<file path="config.mk">
export PLATFORM = sky130hd
export DESIGN_NAME = vco_sample_fifo
export DESIGN_NICKNAME = d
export VERILOG_FILES = /design/src/rtl/vco_sample_fifo_pkg.sv /design/src/rtl/vco_sample_fifo_mem.sv /design/src/rtl/vco_sample_fifo.sv
export SDC_FILE = /design/constraint.sdc
export NUM_CORES = 1
export LEC_CHECK = 0
export ABC_AREA = 1
export CAP_MARGIN = 20
export CORE_AREA = 2 2 279 281
export DETAILED_ROUTE_END_ITERATION = 10
export DIE_AREA = 0 0 281 283
export GPL_TIMING_DRIVEN = 0
export PLACE_DENSITY = 0.52
export SLEW_MARGIN = 20
export SYNTH_ARGS = -nofsm -noshare
export SYNTH_HDL_FRONTEND = slang
export SYNTH_HIERARCHICAL = 1
export SYNTH_SLANG_ARGS = --single-unit
</file>
<file path="constraint.sdc">
create_clock -name clk -period 4.85 [get_ports clk]
set_input_delay 0.7275 -clock clk [delete_from_list [all_inputs] [get_ports clk]]
set_output_delay 0.7275 -clock clk [all_outputs]
set_load 0.02 [all_outputs]
</file>
<file path="src/rtl/vco_sample_fifo_pkg.sv">
`default_nettype none
// ============================================================================
// Module      : vco_sample_fifo_pkg
// Description : Shared defaults for the VCO ADC sample FIFO: sample width,
//               depth exponent and the pointer width derived from it.
//               Pointers carry one extra bit so full and empty can be told
//               apart when the address bits match.
// Revision    : 1.0 - initial release
// ============================================================================
package vco_sample_fifo_pkg;

    localparam int SFIFO_DATA_WIDTH = 32;
    localparam int SFIFO_DEPTH_LOG2 = 4;
    localparam int SFIFO_PTR_WIDTH  = SFIFO_DEPTH_LOG2 + 1;

endpackage : vco_sample_fifo_pkg
`default_nettype wire

</file>
<file path="src/rtl/vco_sample_fifo_mem.sv">
`default_nettype none
// ============================================================================
// Module      : sample_fifo_mem
// Description : Simple dual-port register array for the sample FIFO.
//               Synchronous write, registered read. The read register only
//               updates on rd_en_i, so the last popped word is held between
//               pops.
// Ports       : clk, rst (async, active-low)
//               wr_en_i / wr_addr_i / wr_data_i : write port
//               rd_en_i / rd_addr_i             : read request
//               rd_data_o                       : registered read data
// Revision    : 1.0 - initial release
// ============================================================================
module sample_fifo_mem
    import vco_sample_fifo_pkg::*;
#(
    parameter int DATA_WIDTH = SFIFO_DATA_WIDTH,
    parameter int ADDR_WIDTH = SFIFO_DEPTH_LOG2
) (
    input  logic                  clk,
    input  logic                  rst,
    input  logic                  wr_en_i,
    input  logic [ADDR_WIDTH-1:0] wr_addr_i,
    input  logic [DATA_WIDTH-1:0] wr_data_i,
    input  logic                  rd_en_i,
    input  logic [ADDR_WIDTH-1:0] rd_addr_i,
    output logic [DATA_WIDTH-1:0] rd_data_o
);

    logic [DATA_WIDTH-1:0] mem_q [2**ADDR_WIDTH];
    logic [DATA_WIDTH-1:0] rd_data_q;

    // Storage array is not reset: contents are meaningless until written,
    // and the pointers in the parent define which entries are live.
    always_ff @(posedge clk) begin
        if (wr_en_i) begin
            mem_q[wr_addr_i] <= wr_data_i;
        end
    end

    // When full with a simultaneous push/pop, both ports hit the same entry;
    // the non-blocking read returns the old word, which is the one popped.
    always_ff @(posedge clk or negedge rst) begin
        if (!rst) begin
            rd_data_q <= '0;
        end else if (rd_en_i) begin
            rd_data_q <= mem_q[rd_addr_i];
        end
    end

    assign rd_data_o = rd_data_q;

endmodule : sample_fifo_mem
`default_nettype wire

</file>
<file path="src/rtl/vco_sample_fifo.sv">
`default_nettype none
// ============================================================================
// Module      : vco_sample_fifo
// Description : Circular sample buffer behind the VCO ADC decimator. Captures
//               valid samples, serves them through a registered pop port and
//               reports occupancy, a sticky overflow flag and (optionally) a
//               watermark interrupt.
// Ports       : clk, rst (async, active-low)
//               data_in / data_valid_in   : decimated sample + strobe
//               clear_in                  : synchronous flush
//               rd_en_in                  : pop request
//               rd_data_out / rd_valid_out: popped sample + 1-cycle pulse
//               count_out, empty_out, full_out, overflow_out : status
//               watermark_in / irq_out    : only with SAMPLE_FIFO_WATERMARK_EN
// Macro       : SAMPLE_FIFO_WATERMARK_EN enables the watermark interrupt.
// Revision    : 1.0 - initial release
// ============================================================================
module vco_sample_fifo
    import vco_sample_fifo_pkg::*;
#(
    parameter int DATA_WIDTH = SFIFO_DATA_WIDTH,
    parameter int DEPTH_LOG2 = SFIFO_DEPTH_LOG2
) (
    input  logic                  clk,
    input  logic                  rst,
    input  logic [DATA_WIDTH-1:0] data_in,
    input  logic                  data_valid_in,
    input  logic                  clear_in,
    input  logic                  rd_en_in,
    output logic [DATA_WIDTH-1:0] rd_data_out,
    output logic                  rd_valid_out,
    output logic [DEPTH_LOG2:0]   count_out,
    output logic                  empty_out,
    output logic                  full_out,
    output logic                  overflow_out
`ifdef SAMPLE_FIFO_WATERMARK_EN
    ,
    input  logic [DEPTH_LOG2:0]   watermark_in,
    output logic                  irq_out
`endif
);

    localparam int               PTR_W      = DEPTH_LOG2 + 1;
    localparam logic [PTR_W-1:0] FULL_COUNT = PTR_W'(2**DEPTH_LOG2);
    localparam logic [PTR_W-1:0] PTR_ONE    = PTR_W'(1);

    logic [PTR_W-1:0] wr_ptr_q, wr_ptr_d;
    logic [PTR_W-1:0] rd_ptr_q, rd_ptr_d;
    logic             overflow_q, overflow_d;
    logic             rd_valid_q, rd_valid_d;

    logic [PTR_W-1:0] count;
    logic             empty;
    logic             full;
    logic             pop;
    logic             push;
    logic             drop;

    // Occupancy is the modular pointer difference; the extra MSB makes a
    // full FIFO read as 2**DEPTH_LOG2 instead of 0.
    assign count = wr_ptr_q - rd_ptr_q;
    assign empty = (count == '0);
    assign full  = (count == FULL_COUNT);

    // A pop frees a slot in the same cycle, so a push into a full FIFO is
    // accepted when a pop accompanies it.
    assign pop  = rd_en_in && !empty;
    assign push = data_valid_in && (!full || pop);
    assign drop = data_valid_in && full && !pop;

    always_comb begin
        wr_ptr_d   = wr_ptr_q;
        rd_ptr_d   = rd_ptr_q;
        overflow_d = overflow_q;
        rd_valid_d = 1'b0;
        if (clear_in) begin
            wr_ptr_d   = '0;
            rd_ptr_d   = '0;
            overflow_d = 1'b0;
        end else begin
            if (push) begin
                wr_ptr_d = wr_ptr_q + PTR_ONE;
            end
            if (pop) begin
                rd_ptr_d   = rd_ptr_q + PTR_ONE;
                rd_valid_d = 1'b1;
            end
            if (drop) begin
                overflow_d = 1'b1;
            end
        end
    end

    always_ff @(posedge clk or negedge rst) begin
        if (!rst) begin
            wr_ptr_q   <= '0;
            rd_ptr_q   <= '0;
            overflow_q <= 1'b0;
            rd_valid_q <= 1'b0;
        end else begin
            wr_ptr_q   <= wr_ptr_d;
            rd_ptr_q   <= rd_ptr_d;
            overflow_q <= overflow_d;
            rd_valid_q <= rd_valid_d;
        end
    end

    // Clear suppresses both memory ports so rd_data_out keeps its last value.
    sample_fifo_mem #(
        .DATA_WIDTH (DATA_WIDTH),
        .ADDR_WIDTH (DEPTH_LOG2)
    ) u_mem (
        .clk       (clk),
        .rst       (rst),
        .wr_en_i   (push && !clear_in),
        .wr_addr_i (wr_ptr_q[DEPTH_LOG2-1:0]),
        .wr_data_i (data_in),
        .rd_en_i   (pop && !clear_in),
        .rd_addr_i (rd_ptr_q[DEPTH_LOG2-1:0]),
        .rd_data_o (rd_data_out)
    );

    assign rd_valid_out = rd_valid_q;
    assign count_out    = count;
    assign empty_out    = empty;
    assign full_out     = full;
    assign overflow_out = overflow_q;

`ifdef SAMPLE_FIFO_WATERMARK_EN
    logic [PTR_W-1:0] count_d;
    logic             irq_d;
    logic             irq_q;

    // Computed from next-state values so irq_out moves in the same cycle
    // as the count_out / overflow_out it describes.
    assign count_d = wr_ptr_d - rd_ptr_d;

    always_comb begin
        irq_d = 1'b0;
        if (!clear_in) begin
            irq_d = (count_d >= watermark_in) || overflow_d;
        end
    end

    always_ff @(posedge clk or negedge rst) begin
        if (!rst) begin
            irq_q <= 1'b0;
        end else begin
            irq_q <= irq_d;
        end
    end

    assign irq_out = irq_q;
`endif

endmodule : vco_sample_fifo
`default_nettype wire

</file>
==> flow_metrics.py <==
metrics = {
    "status": {
        "status": "completed",
    },
    "clock_tree": {
        "clock-sinks": 556,
        "max-clock-path-buffers": 3,
        "post_cts_buffers": 0,
        "tritoncts": "built",
        "clock_latency_ns": 0.62,
        "htreeDepth": 2,
        "clk_pin_slew_ns": 0.06,
        "cts-root-buf": "clkbuf_16",
        "cts_buffers": 58,
    },
    "worst_setup_path": {
        "critPathRequiredTime_ns": 5.39,
        "crit_path_start": "wr_ptr_q[0]",
        "cp-endpoint": "u_mem/rd_data_o[6]",
        "r2r_cells": 14,
        "regToRegSetupSlack_ns": 0.80,
        "timing.critical_path.fanout_max": 10,
        "worstReg2RegEnd": "u_mem/rd_data_o[6]",
        "crit_path_end_kind": "flop",
        "reg2reg_from": "wr_ptr_q[0]",
        "crit_arrival_ns": 4.60,
        "crit_type": "flop to flop",
        "worst_setup_path_start_kind": "flop",
    },
    "placed_design": {
        "dp_hpwl_mm": 45.2,
        "port_buffers": 77,
        "place_congestion": 0.779,
        "place_inst": 3093,
        "dp_slack_ns": 0.836,
    },
    "layout": {
        "fin_cells": 3198,
        "multi_input_area_sq_um": 5550,
        "drive_above_1_share_pct": 9.50,
        "area_delta_synth_final_pct": 19.5,
        "seqCellArea_sq_um": 16500,
        "layout_commonest_cell": "nand2_1",
        "fin_util_pct": 35.4,
        "fillers": 7456,
        "n_antenna_cell": 0,
        "final_nets": 2158,
        "final_cell_mix": "nand2_1, edfxtp_1, nand3_1",
    },
    "global_routing": {
        "grt_pass1_wl_mm": 99.0,
        "use_met2_pct": 27.6,
        "grt_use_total_pct": 17.0,
        "grt_util_met1_pct": 22.7,
        "grtUsageMet3_pct": 3.34,
        "grt_busiest_layer": "met2",
        "antenna_found_initial": 0,
        "grt_start_max_net_pins": 33,
        "grt_pass1_vias": 15100,
        "overflow": 0,
    },
    "route": {
        "wl_per_cell_um": 21.2,
        "drc": 0,
        "first_pass_iters": 5,
        "drtAntennaViolNets": 0,
        "drt_iter0_drc": 1387,
        "vias": 15294,
        "via_per_inst": 4.78,
        "wl_mm": 67.9,
    },
    "timing": {
        "fmax_ghz": 0.247,
        "worst_slew_pin_slew_ns": 1.02,
        "hold_slack_ns": 0.480,
        "fin_crit_sh_pct": 83.6,
        "finalHoldViolCount": 0,
        "rsz0062_at_grt": "false",
        "max_slew_margin_pct": 32.1,
        "slew_viol_final": 0,
        "setup_violations": 0,
        "layout_setup_ws_ns": 0.795,
        "fin_skew_ns": 0.0236,
        "min_period_ns": 4.05,
    },
    "floorplan": {
        "die_y_um": 283,
        "rows": 102,
        "dieArea_sq_um": 79500,
        "core_sq_um": 76700,
        "die_x_um": 281,
        "initial_core_util_pct": 29.6,
        "ioPinCount": 78,
    },
    "flow_run": {
        "maxCapViolations": 0,
    },
    "logic_synthesis": {
        "ys_seq_elements": 556,
        "ys_types": 31,
        "yosysTopAreaCell": "edfxtp_1",
        "synth_area_sq_um": 22700,
        "synth_area_leaders": "edfxtp_1, nand2_1, nand3_1",
        "ys_warn_count": 6,
        "synth_area_per_cell_sq_um": 11.6,
        "yosysSeqAreaShare_pct": 72.5,
        "yosysTopAreaCellShare_pct": 67.6,
        "syn_nets": 1997,
        "syn_inst": 1953,
    },
    "hold_path": {
        "hold_path_class": "flop to flop",
    },
    "power": {
        "powerDensity_nw_per_um2": 495,
        "power_leakage_nw": 10.0,
        "ir_worst_vdd_v": 0.000267,
    },
}
## final cells by class
class                           count  share of cell area, %
Sequential cell                   556                   60.6
Multi-Input combinational cell   1257                   20.4
Clock buffer                       80                   5.76
Timing Repair Buffer              101                   4.83
Tap cell                         1040                   4.79
Buffer                            113                   2.71
Clock inverter                     24                  0.506
Inverter                           27                  0.382
## layer usage
metal	up-vias	part of all wire (%)	wire (um)
met5	-	0	0
met4	0	3.1	2070
met3	122	6.7	4560
met2	530	47	32000
met1	7579	43	29300
li1	7063	-	-
## how the worst min path moves through the flow
stage,startpoint,endpoint,slack (ns),cells after the start
floorplan,rst,overflow_out,0.43,0
global placement,u_mem/rd_data_o[0],u_mem/rd_data_o[0],0.47,2
global route,u_mem/rd_data_o[6],u_mem/rd_data_o[6],0.50,2
detailed placement,u_mem/rd_data_o[3],u_mem/rd_data_o[3],0.47,2
finish,u_mem/rd_data_o[29],u_mem/rd_data_o[29],0.48,2
CTS,u_mem/rd_data_o[12],u_mem/rd_data_o[12],0.48,2
## timing repair
action                    in CTS  in global routing
resized for setup              0                  0
hold buffers                   1                  0
hold endpoints to repair       3                  0
## cells in the mapped netlist
master / instances
nand2_1: 796
edfxtp_1: 512
nand3_1: 408
dfrtp_1: 44
buf_2: 38
buf_6: 25
inv_1: 23
clkbuf_1: 20
nor2_1: 19
buf_4: 16
buf_1: 12
xor2_1: 8
ha_1: 6
nand4_1: 5
inv_2: 2
nand2_2: 2
nand2_4: 2
nor2_2: 2
a21oi_1: 1
a21oi_2: 1
buf_8: 1
clkbuf_4: 1
clkinv_1: 1
fa_1: 1
inv_4: 1
nand3_2: 1
nand4_4: 1
nor2_4: 1
nor2b_2: 1
or2_1: 1
xnor2_1: 1
## flip-flops by register name, indices dropped and copies added, names as in the netlist
| signal | cells |
|---|---|
| wr_ptr_q | 5 |
| u_mem/rd_data_o | 32 |
| u_mem/mem_q | 512 |
| overflow_out | 1 |
| rd_valid_out | 1 |
| rd_ptr_q | 5 |
## metrics by stage
step                      setup TNS [ns]  power, mW  area [sq um]
after CTS                              0       13.5         27200
after floorplan                        0       7.95         22700
final                                  0       13.5         27200
after detailed placement               0       9.48         25500
after global routing                   0       14.1         27200
after global placement           -402.98       9.41         24800
## power by group
| group | switching [mW] | leakage [nW] | internal (mW) | total, mW |
|---|---|---|---|---|
| sequential | 0.0993 | 5.18 | 5.43 | 5.53 |
| clock | 1.79 | 0.816 | 2.29 | 4.08 |
| combinational | 2.58 | 4.04 | 1.27 | 3.84 |
## cell families (layout without fill, tap and decap cells)
group                      count (synthesis)  count (layout)  synth area share [%]
xor gates and xnor gates                   9               9                 0.347
adders and majority gates                  7               7                 0.418
AOI/OAI and AO/OA                          2               2                0.0605
buffers and inverters                    140             345                  3.69
and+or+nand+nor                         1239            1239                  23.0
DFF                                      556             556                  72.5
## critical path: stages, from the launching register on
cell,delay [ns]
dfrtp_1,0.48
inv_1,0.11
ha_1,0.20
inv_1,0.08
fa_1,0.44
or2_1,0.25
nor2_2,0.24
nand3_2,0.15
nand2_4,0.14
nor2_4,0.05
clkbuf_1,0.40
inv_1,0.53
clkbuf_1,0.68
nand2_1,0.12
nand2_1,0.10
No activity file was read; power rests on OpenSTA's default activity.
